### src/rtl/openhw_fifo_reader.sv
// Single-clock FIFO: enable-qualified write side, show-ahead valid/ready read side.
// Occupancy and flags are registered; ReadData is the head entry straight from storage.
module openhw_fifo_reader #(
  parameter int unsigned WIDTH = 8,
  parameter int unsigned DEPTH = 4
) (
  input  logic                     clk,
  input  logic                     reset,
  input  logic                     WriteEn,
  input  logic [WIDTH-1:0]         WriteData,
  output logic                     Full,
  output logic                     WriteDrop,
  output logic                     ReadValid,
  input  logic                     ReadReady,
  output logic [WIDTH-1:0]         ReadData,
  output logic                     Empty,
  output logic [$clog2(DEPTH):0]   Count
);

  localparam int unsigned AW = $clog2(DEPTH);
  localparam int unsigned PW = AW + 1;

  logic [WIDTH-1:0] mem [DEPTH];
  logic [PW-1:0]    wptr;
  logic [PW-1:0]    rptr;
  logic [PW-1:0]    wptr_next;
  logic [PW-1:0]    rptr_next;
  logic [PW-1:0]    count_next;
  logic             push_c;
  logic             pop_c;

  // Full blocks a push even when a pop happens in the same cycle (no pass-through).
  always_comb begin
    push_c     = WriteEn && !Full;
    pop_c      = ReadValid && ReadReady;
    wptr_next  = wptr + PW'(push_c);
    rptr_next  = rptr + PW'(pop_c);
    count_next = wptr_next - rptr_next;
  end

  always_ff @(posedge clk) begin
    if (reset) begin
      wptr      <= '0;
      rptr      <= '0;
      Count     <= '0;
      Empty     <= 1'b1;
      Full      <= 1'b0;
      ReadValid <= 1'b0;
      WriteDrop <= 1'b0;
    end else begin
      wptr      <= wptr_next;
      rptr      <= rptr_next;
      Count     <= count_next;
      Empty     <= (count_next == '0);
      Full      <= (count_next == PW'(DEPTH));
      ReadValid <= (count_next != '0);
      WriteDrop <= WriteEn && Full;
    end
  end

  // Storage is enable-loaded only; contents survive reset but become unreachable.
  always_ff @(posedge clk) begin
    if (!reset && push_c) begin
      mem[wptr[AW-1:0]] <= WriteData;
    end
  end

  assign ReadData = mem[rptr[AW-1:0]];

endmodule

### config.mk
export PLATFORM = sky130hd
export DESIGN_NAME = openhw_fifo_reader
export DESIGN_NICKNAME = d
export VERILOG_FILES = /design/src/rtl/openhw_fifo_reader.sv
export SDC_FILE = /design/constraint.sdc
export NUM_CORES = 1
export LEC_CHECK = 0
export ABC_AREA = 1
export BUFFER_PORTS_ARGS = -buffer_cell sky130_fd_sc_hd__buf_4
export CORE_MARGIN = 2
export CORE_UTILIZATION = 45
export DETAILED_ROUTE_END_ITERATION = 16
export PLACE_DENSITY = 0.62
export SKIP_LAST_GASP = 1
export SLEW_MARGIN = 15
export SYNTH_ARGS = -nofsm -noshare
export SYNTH_HDL_FRONTEND = slang
export SYNTH_SLANG_ARGS = --single-unit
### constraint.sdc
create_clock -name clk -period 2.4 [get_ports clk]
set_clock_uncertainty 0.15 [all_clocks]
set_input_delay 0 -clock clk [delete_from_list [all_inputs] [get_ports clk]]
set_output_delay 0 -clock clk [all_outputs]
set_load 0.02 [all_outputs]
==> results of run 1 <==
==> cells by family after synthesis <==
family	count (synthesis)	share of synthesized area
compound gates	24	0.0764
xor+xnor	2	0.00972
fa+ha+maj	5	0.0389
buf+inv	20	0.0507
flops	45	0.678
simple gates	56	0.147
==> worst min-delay path by stage <==
stage                      start   endpoint  slack [ps]  cells past startpoint
floorplan           WriteData[0]  mem[0][0]         -50                      0
global placement    WriteData[2]  mem[0][2]          50                      1
detailed placement  WriteData[0]  mem[3][0]          50                      1
CTS                 WriteData[0]  mem[3][0]         290                      2
global route        WriteData[7]  mem[2][7]         300                      2
finish              WriteData[5]  mem[2][5]         300                      2
==> per-layer routing <==
layer / share of wire / routed length [um] / vias to the layer above / global-route usage
met5: 0 / 0 / - / 0
met4: 0.012 / 39 / 0 / 0.0714
met3: 0.045 / 150 / 5 / 0.0550
met2: 0.50 / 1660 / 27 / 0.296
met1: 0.45 / 1500 / 595 / 0.202
li1: - / - / 612 / -
==> synthesized netlist by cell type <==
cell type / instances / area (um^2)
xnor2_1: 1 / 8.76
buf_2: 1 / 5.00
nor3_1: 5 / 25.0
nand3b_1: 1 / 7.51
nor2_2: 6 / 37.5
o21ai_2: 2 / 17.5
nand2_2: 5 / 31.3
o21ai_0: 12 / 60.1
o22ai_1: 8 / 50.1
ha_1: 4 / 50.1
dfxtp_1: 13 / 260
buf_6: 2 / 22.5
inv_1: 15 / 56.3
fa_1: 1 / 20.0
inv_2: 2 / 7.51
nand3_1: 3 / 15.0
nand2_1: 11 / 41.3
o21ai_1: 2 / 10.0
edfxtp_1: 32 / 961
nor2_1: 23 / 86.3
xor2_1: 1 / 8.76
nand3_2: 2 / 20.0
==> state kept, by name, indices dropped and copies added, names as in the netlist <==
register / count
mem: 32
Count: 3
rptr: 3
wptr: 3
Empty: 1
Full: 1
ReadValid: 1
WriteDrop: 1
==> cell usage in the layout, fill, tap and decap left out, drive strengths merged <==
cell type and count:
o21ai 16, inv 17, clkinv 1, nor3 5, xnor2 1, dfxtp 13, nand2 16, buf 32
nand3b 1, edfxtp 32, fa 1, ha 4, dlygate4sd3 12, xor2 1, clkbuf 6, nand3 5
nor2 29, o22ai 8, bufinv 1
==> stage by stage <==
stage | instance area (um^2) | std cells | total power, mW
finish | 2300 | 249 | 2.14
global route | 2300 | 249 | 2.27
CTS | 2300 | 249 | 2.16
detailed placement | 2070 | 229 | 1.60
global placement | 2070 | 229 | 1.60
floorplan | 1800 | 152 | 1.38
==> layout make-up <==
type                            instances  area share
Multi-Input combinational cell         87       0.212
Tap cell                               48      0.0261
Clock inverter                          2      0.0152
Timing Repair Buffer                   44       0.157
Clock buffer                            6      0.0315
Inverter                               17      0.0277
Sequential cell                        45       0.530
==> where the power goes <==
group	switching, mW	internal [mW]
Sequential	0.0291	0.912
Combinational	0.394	0.262
Clock	0.234	0.309
==> metrics.md, run 1 <==
| Metric | Value |
|---|---|
| Status | complete, no violations |
| Register area share after synthesis | 0.678 |
| Crit start category | flop |
| Placer Congestion | between 0.7 and 0.8 |
| R2R setup slack | 280 ps |
| Clk slew on worst S/H paths | around 80 ps |
| Data required, critical path | 2440 ps |
| Vias | approximately 1200 |
| Vias/cell | roughly 5 |
| PD cells | around 930 nW/um^2 |
| Initial antenna violation count | 0 |
| Final Core Density | 0.615 |
| Gr ovfl total | 0 |
| Layout area overhead | 27.8% |
| Minimum clock period after layout | 2120 ps |
| Ys Warns | 0 |
| Critical-path cell list | inv_1 > nor3_1 > ha_1 > fa_1 > inv_1 > nand3_1 > nand3_2 > nand2_2 > nand2_2 > nand2_1 |
| Post_cts resized | 0 |
| CTS HTree Levels | 2 |
| Die Ht | 67.3 um |
| Synthesized area per cell | approximately 12 um^2 |
| Yosys cell types | 22 |
| Synthesized area | ~1800 um^2 |
| Diodes inserted | 0 |
| Latest clock arrival within the worst-skew pair | a little under 300 ps |
| First-pass GRT wire length | 5.58 mm |
| Fmax | between 400 and 500 MHz |
| Syn Inst Count | ~150 |
| FF/Latch Area | around 1200 um^2 |
| Initial Utilization | 0.481 |
| CTS max path bufs | 2 |
| WHS | just over 300 ps |
| Worst Setup Path Type | reg2reg |
| Critical path fanouts, max | 4 |
| Num CTS Buffers | 5 |
| Critical path's largest stage delay | around 480 ps |
| CP delay by family, top | adder cells |
| Antenna viol nets, final | 0 |
| Initial DRC count | 57 |
| Worst path slowest cell | fa_1 |
| Syn Nets | 169 |
| Vias in the first global route | about 1200 |
| Yosys reg bits | between 40 and 50 |
| R2R cell count | 10 |
| Site Rows | 22 |
| Area of the core | roughly 3700 um^2 |
| Worst Tran Pin Value | roughly 500 ps |
| Port bufs | 26 |
| Routed wire per std cell | between 10 and 15 um |
| Final WS setup | between 200 and 300 ps |
| Multi-input logic area | approximately 490 um^2 |
| Io pins | 27 |
| Hold WC Path Type | in2reg |
| Final period utilization | 0.882 |
| Levels on crit path | 10 |
| Root Driver | clkbuf_8 |
| Post-CTS Setup Repair Bufs | 0 |
| Reg2reg start | wptr[0] |
| Detailed-placement wirelength estimate | approximately 2.3 mm |
| WP data arrival | 2150 ps |
| Final hold violation count | 0 |
| Crit Reg-Reg Endpoint | ReadValid |
| Leakage | roughly 0.9 nW |
| CTS tree | yes |
| # fillers | 315 |
| Setup TNS | 0 ps |
| # DRC | 0 |
| Max-slew violation total from the final report | 0 |
| Worst slack, placed | between 300 and 400 ps |
| Setup crit end kind | flop |
| Clock sink total | 45 |
| Worst VDD drop | around 0.63 mV |
| Die area | between 4000 and 5000 um^2 |
| Die width | a little under 70 um |
| Nets | 217 |
| Crit path to | ReadValid |
| Largest net degree at the start of global routing | 18 |
| RSZ-0062 raised after global routing | false |
| Buf/Inv on CP | 2 |
| Routed WL | 3.36 mm |
| First-pass detailed-route iteration total | 4 |
| Slew HR | 0.665 |
| GRT Total Usage | 0.174 |
| Max-cap viol count | 0 |
| Endpoints failing setup | 0 |
| Cts hold-fix bufs | 12 |
| Crit. Startpoint | wptr[0] |
| Share of cells above drive strength 1 | 0.279 |
Power figures use the tool's default switching activity.
==> run 2: changes to the inputs <==
GPL_TIMING_DRIVEN = 0   (was unset)
SETUP_SLACK_MARGIN = 0.4   (was unset)
==> run 2 against run 1 <==
  * Via count up 1.5%
  * Utilization up 2.0 points
  * Non-clock buffer count up 1
  * Fmax up 5.0%
  * Count of clock-buffer cells in the layout down 1
  * Clock power down 15%
  * The flow now finishes with violations (hold timing)
  * Sequential power up 2%
==> metrics.md, run 2 (same netlist as run 1, synthesis figures left out) <==
| Metric | Value |
|---|---|
| Status | finished, violations left (was complete, no violations) |
| Failing checks | hold timing |
| Layout area overhead | 31.9% (was 27.8%) |
| Largest net degree at the start of global routing | 16 (was 18) |
| Root Driver | clkbuf_8 (unchanged) |
| Max-slew violation total from the final report | 0 (unchanged) |
| Commonest cells after routing, fill and taps aside | 32 x edfxtp_1, 31 x buf_4, 22 x nor2_1 (was 32 x buf_4, 32 x edfxtp_1, 23 x nor2_1) |
| Worst Setup Path Type | reg2reg (unchanged) |
| GRT Max-Usage Layer | met2 (unchanged) |
| Routed wire per std cell | 14.5 um (was 13.5 um) |
| RSZ-0062 raised after global routing | true (was false) |
| Fmax | 496 MHz (was 472 MHz) |
| Most common cell after layout, fill and taps aside | edfxtp_1 |
| Clk slew on worst S/H paths | 80 ps (about the same) |
| Initial Utilization | 0.481 (unchanged) |
| Area of the core | 3740 um^2 (unchanged) |
| First-pass detailed-route iteration total | 4 (unchanged) |
| Gr ovfl total | 0 (unchanged) |
| Port bufs | 25 (was 26) |
| Final hold violation count | 1 (was 0) |
| Layout Cells excl Fill | 250 (was 249) |
| Minimum clock period after layout | 2020 ps (was 2120 ps) |
| Routing usage on met3 | 0.0500 (was 0.0550) |
| Worst Tran Pin Value | 788 ps (was 499 ps) |
| Vias in the first global route | 1231 (was 1239) |
| PD cells | 933 nW/um^2 (was 929 nW/um^2) |
| Antenna viol nets, final | 0 (unchanged) |
| Die width | 67.3 um (unchanged) |
| Leakage | 0.928 nW (was 0.927 nW) |
| Setup crit end kind | flop (unchanged) |
| Die area | 4530 um^2 (unchanged) |
| CTS max path bufs | 2 (unchanged) |
| Placer Congestion | 0.709 (was 0.719) |
| First-pass GRT wire length | 5.69 mm (was 5.58 mm) |
| Max reg flops | 32 (unchanged) |
| GRT Total Usage | 0.179 (was 0.174) |
| Initial antenna violation count | 0 (unchanged) |
| Slew HR | 0.472 (was 0.665) |
| WHS | -3.48 ps (was 303 ps) |
| Final period utilization | 0.840 (was 0.882) |
| Io pins | 27 (unchanged) |
| # fillers | 304 (was 315) |
| Critical path fanouts, max | 4 (unchanged) |
| CTS HTree Levels | 2 (unchanged) |
| Placed Cells | 225 (was 229) |
| Diodes inserted | 0 (unchanged) |
| Share of cells above drive strength 1 | 0.406 (was 0.279) |
| WP data arrival | 2060 ps (was 2150 ps) |
| Latest clock arrival within the worst-skew pair | 290 ps (about the same) |
| GR Util met1 | 0.223 (was 0.202) |
| Data required, critical path | 2440 ps (about the same) |
| Crit start category | flop (unchanged) |
| Worst VDD drop | 0.559 mV (was 0.627 mV) |
| Detailed-placement wirelength estimate | 2.35 mm (was 2.26 mm) |
| CTS tree | yes (unchanged) |
| Num CTS Buffers | 5 (unchanged) |
| Vias/cell | 5.03 (was 4.98) |
| Clock sink total | 45 (unchanged) |
| Met2 Resource Use GR | 0.291 (was 0.296) |
| Vias | 1258 (was 1239) |
| Nets | 218 (was 217) |
| Max-cap viol count | 0 (unchanged) |
| Site Rows | 22 (unchanged) |
| Endpoints failing setup | 0 (unchanged) |
| Hold WC Path Type | in2reg (unchanged) |
| Initial DRC count | 29 (was 57) |
| Routed WL | 3.64 mm (was 3.36 mm) |
| Die Ht | 67.3 um (unchanged) |
| Setup TNS | 0 ps (unchanged) |
| # DRC | 0 (unchanged) |
[run 2: repair_timing]
| item | in CTS | in global routing |
|---|---|---|
| pin swaps | 4 | 6 |
| resized for setup | 13 | 8 |
| hold endpoints to repair | 42 | 0 |
| buffers inserted | 3 | 3 |
| cloned | 0 | 0 |
| hold buffers | 11 | 0 |
| setup endpoints to repair | 4 | 20 |
[run 2: layout make-up]
type                    instances  area (um^2)  share of cell area
inverters                      17         63.8              0.0268
multi-input cells              87          559               0.235
clock buffers                   5         68.8              0.0289
plain buffers                   3         27.5              0.0116
clock inverters                 3         22.5             0.00947
repair buffers                 42          343               0.144
well taps                      48         60.1              0.0253
flip-flops and latches         45         1230               0.518
[run 2: critical path, stage by stage, from the launching register on]
cell     delay, ps
dfxtp_2        350
inv_2           70
nor3_2         190
ha_1           300
fa_2           420
inv_2           90
nand3_2         80
nand3_2         80
nand2_2         60
nand2_2         70
nand2_1         50
[run 2: final timing paths]
kind	slack [ps]	cells after the start	start	to
min reg2reg	450	2	rptr[2]	rptr[2]
max reg2reg	380	10	wptr[0]	ReadValid
max	380	10	wptr[0]	ReadValid
min	-3	6	ReadReady	rptr[0]
[run 2: routing by layer]
layer  vias to the layer above  share of wire  wire, um
li1                        618              -         -
met1                       600           0.47      1720
met2                        29           0.46      1690
met3                        11          0.042       153
met4                         0          0.022        81
met5                         -              0         0
[run 2: through the flow]
step / hold WS (ps) / worst slack [ps] / area (um^2) / utilization / power, mW
after detailed placement: 52.8 / 244 / 2070 / 0.553 / 1.63
after floorplan: -51.1 / 396 / 1800 / - / 1.38
after global placement: 49.0 / 159 / 2050 / 0.548 / 1.61
after global routing: 44.5 / 291 / 2380 / 0.635 / 2.33
final: -3.48 / 383 / 2380 / 0.635 / 2.22
after CTS: 21.2 / 406 / 2340 / 0.625 / 2.16
[run 2: where the power goes]
| part | total, mW | switching (mW) | internal, mW |
|---|---|---|---|
| Clock | 0.463 | 0.256 | 0.206 |
| Combinational | 0.797 | 0.446 | 0.351 |
| Sequential | 0.959 | 0.0401 | 0.919 |
==> run 3: changes to the inputs <==
ABC_AREA = 0   (was 1)
PLACE_DENSITY = 0.65   (was 0.62)
clock period = 1.8 ns   (was 2.4 ns; I/O delays follow)
==> run 3 against run 2 <==
  * The run ends with hold timing, setup timing left
  * Area after synthesis fell by 7.2%
  * Combinational power rose by 18%
  * Hold slack got worse by 200 ps
  * Wire length fell by 22%
==> metrics.md, run 3 <==
| Metric | Value |
|---|---|
| Status | finished, violations left (unchanged) |
| Failing checks | hold timing, setup timing (was hold timing) |
| Synth area leader | edfxtp_1 (unchanged) |
| R2R cell count | 7 (was 10) |
| Buf/Inv on CP | 1 (was 2) |
| Worst Setup Path Type | reg2reg (unchanged) |
| Crit Reg-Reg Endpoint | Full (was ReadValid) |
| Io pins | 27 (unchanged) |
| Minimum clock period after layout | 1990 ps (was 2020 ps) |
| Yosys reg bits | 45 (unchanged) |
| Synth Flop Type | edfxtp_1 (unchanged) |
| Area of the core | 3610 um^2 (was 3740 um^2) |
| Worst VDD drop | 1.03 mV (was 0.559 mV) |
| First-pass detailed-route iteration total | 4 (unchanged) |
| WHS | -208 ps (was -3.48 ps) |
| Root Driver | clkbuf_8 (unchanged) |
| CTS HTree Levels | 2 (unchanged) |
| Worst path slowest cell | dfxtp_4 (was fa_2) |
| Leakage | 0.886 nW (was 0.928 nW) |
| Vias/cell | 4.89 (was 5.03) |
| Post-synth EDFFs | 32 (unchanged) |
| Layout area overhead | 45.8% (was 31.9%) |
| Hold depth | 2 (was 6) |
| Internal Dissipation | 2.00 mW (was 1.48 mW) |
| Detailed-placement wirelength estimate | 1.83 mm (was 2.35 mm) |
| GRT Total Usage | 0.158 (was 0.179) |
| Endpoints failing setup | 5 (was 0) |
| Routed WL | 2.84 mm (was 3.64 mm) |
| Data required, critical path | 1840 ps (was 2440 ps) |
| Crit start category | flop (unchanged) |
| # fillers | 229 (was 304) |
| Critical path's largest stage delay | 340 ps (was 420 ps) |
| Worst Tran Pin Value | 583 ps (was 788 ps) |
| Sw Ratio | 0.280 (was 0.335) |
| Diodes inserted | 0 (unchanged) |
| Register area share after synthesis | 0.730 (was 0.678) |
| Nets | 164 (was 218) |
| WP data arrival | 2030 ps (was 2060 ps) |
| Die area | 4220 um^2 (was 4530 um^2) |
| Vias in the first global route | 996 (was 1231) |
| Initial antenna violation count | 0 (unchanged) |
| Setup TNS | -611 ps (was 0 ps) |
| Most used cell, CP | ha_4 |
| Yosys cell types | 20 (was 22) |
| Cts hold-fix bufs | 9 (was 11) |
| Post-synth ARST share | 0 (unchanged) |
| Switch Pwr | 778 uW (was 743 uW) |
| Latest clock arrival within the worst-skew pair | 290 ps (about the same) |
| Placer Congestion | 0.693 (was 0.709) |
| Slew HR | 0.611 (was 0.472) |
| Max-cap viol count | 0 (unchanged) |
| Fmax | 502 MHz (was 496 MHz) |
| Syn Nets | 109 (was 169) |
| Share of cells above drive strength 1 | 0.547 (was 0.406) |
| Top-count cell post-synth | edfxtp_1 (unchanged) |
| Largest net degree at the start of global routing | 14 (was 16) |
| Port bufs | 26 (was 25) |
| Combinational share of power | 0.338 (was 0.359) |
| CTS tree | yes (unchanged) |
| Synthesized area | 1670 um^2 (was 1800 um^2) |
| Critical path fanouts, max | 4 (unchanged) |
| Setup crit end kind | flop (unchanged) |
| Clock sink total | 45 (unchanged) |
| RSZ-0062 raised after global routing | true (unchanged) |
| Top-area cell type share of the netlist area | 0.574 (was 0.533) |
| Syn Inst Count | 92 (was 152) |
| Hold WC Path Type | in2reg (unchanged) |
| Vias | 958 (was 1258) |
| Placed Cells | 166 (was 225) |
| Final WS setup | -190 ps (was 383 ps) |
| Worst slack, placed | -246 ps (was 244 ps) |
| Gr ovfl total | 0 (unchanged) |
| Num CTS Buffers | 5 (unchanged) |
| Hold Path Sink | rptr[0] (unchanged) |
| Critical-path cell list | and2_4 > ha_4 > ha_4 > inv_2 > fa_2 > xor3_2 > nor4b_2 (was inv_2 > nor3_2 > ha_1 > fa_2 > inv_2 > nand3_2 > nand3_2 > nand2_2 > nand2_2 > nand2_1) |
| # DRC | 0 (unchanged) |
| First-pass GRT wire length | 4.81 mm (was 5.69 mm) |
| Final hold violation count | 4 (was 1) |
| Initial Utilization | 0.464 (was 0.481) |
| Max reg flops | 32 (unchanged) |
| Most common cell after layout, fill and taps aside | edfxtp_1 (unchanged) |
| Clock power share | 0.202 (was 0.209) |
| Min-delay src | reset (was ReadReady) |
| Sequential share of power | 0.460 (was 0.432) |
| Site Rows | 22 (unchanged) |
| CP delay by family, top | adder cells (unchanged) |
| Routed wire per std cell | 14.5 um (about the same) |
| Max-slew violation total from the final report | 0 (unchanged) |
| Ys Warns | 0 (unchanged) |
| Reg2reg start | ReadValid (was wptr[0]) |
| Synth top area cells | edfxtp_1 57%, dfxtp_1 16%, mux4_2 11% (was edfxtp_1 53%, dfxtp_1 14%, nor2_1 4.8%) |
| Die Ht | 65.0 um (was 67.3 um) |
| Commonest cells in the netlist | 32 x edfxtp_1, 13 x dfxtp_1, 10 x nor2_1 (was 32 x edfxtp_1, 23 x nor2_1, 15 x inv_1) |
| Commonest cells after routing, fill and taps aside | 32 x edfxtp_1, 21 x buf_4, 16 x buf_6 (was 32 x edfxtp_1, 31 x buf_4, 22 x nor2_1) |
| PD cells | 1140 nW/um^2 (was 933 nW/um^2) |
| Clk slew on worst S/H paths | 80 ps (about the same) |
| R2R setup slack | -190 ps (was 380 ps) |
| Initial DRC count | 34 (was 29) |
| Die width | 65.0 um (was 67.3 um) |
| CTS max path bufs | 2 (unchanged) |
| Antenna viol nets, final | 0 (unchanged) |
| Synthesized area per cell | 18.2 um^2 (was 11.9 um^2) |
| Final period utilization | 1.11 (was 0.840) |
| Layout Cells excl Fill | 196 (was 250) |
run 3: cell families after synthesis:
logic type | after synthesis | synth area share
AOI/OAI and AO/OA | 2 | 0.00898
xor gates and xnor gates | 4 | 0.0307
adders and majority gates | 5 | 0.0419
buffers and inverters | 7 | 0.0164
DFF | 45 | 0.730
muxes | 8 | 0.108
and+or+nand+nor | 21 | 0.0643
run 3: routing by layer:
| metal | global-route usage | part of all wire | up-vias |
|---|---|---|---|
| met2 | 0.273 | 0.54 | 24 |
| li1 | - | - | 452 |
| met1 | 0.195 | 0.41 | 478 |
| met4 | 0.0479 | 0.010 | 0 |
| met3 | 0.0417 | 0.039 | 4 |
| met5 | 0 | 0 | - |
run 3: worst max-delay path by stage:
stage	cells after the start	slack (ps)	end	startpoint
floorplan	7	-140	Empty	ReadValid
global placement	7	-220	Full	Full
detailed placement	7	-250	Full	Full
CTS	7	-220	Full	ReadValid
global route	7	-300	Full	Full
finish	7	-190	Full	ReadValid
run 3: area by class of cell:
cell class | instances | area [um^2] | area share
clock inverters | 3 | 12.5 | 0.00513
clock buffers | 5 | 68.8 | 0.0282
flip-flops and latches | 45 | 1230 | 0.506
repair buffers | 48 | 468 | 0.192
well taps | 48 | 60.1 | 0.0246
plain buffers | 3 | 28.8 | 0.0118
inverters | 4 | 15.0 | 0.00616
multi-input cells | 40 | 552 | 0.226
run 3: stage by stage:
stage          cell area, um^2  hold slack, ps  total power [mW]   util
2_1_floorplan             1780           -85.2              1.81      -
3_3_place_gp              2030            49.5              2.05  0.563
3_5_place_dp              2030            55.6              2.06  0.563
4_1_cts                   2360            -213              2.72  0.654
5_1_grt                   2440            -209              2.93  0.676
6_report                  2440            -208              2.78  0.676
run 3: power groups by stage:
stage | logic (mW) | clock network [mW] | registers (mW)
floorplan | 0.457 | 0 | 1.35
global placement | 0.761 | 0 | 1.29
detailed placement | 0.768 | 0 | 1.29
CTS | 0.870 | 0.571 | 1.28
global route | 1.02 | 0.626 | 1.29
finish | 0.937 | 0.561 | 1.28
run 3: repair_timing:
item	in CTS	in global routing
buffers inserted	11	2
pin swaps	4	3
resized for setup	14	18
endpoints found under the setup margin	46	45
hold endpoints to repair	37	4
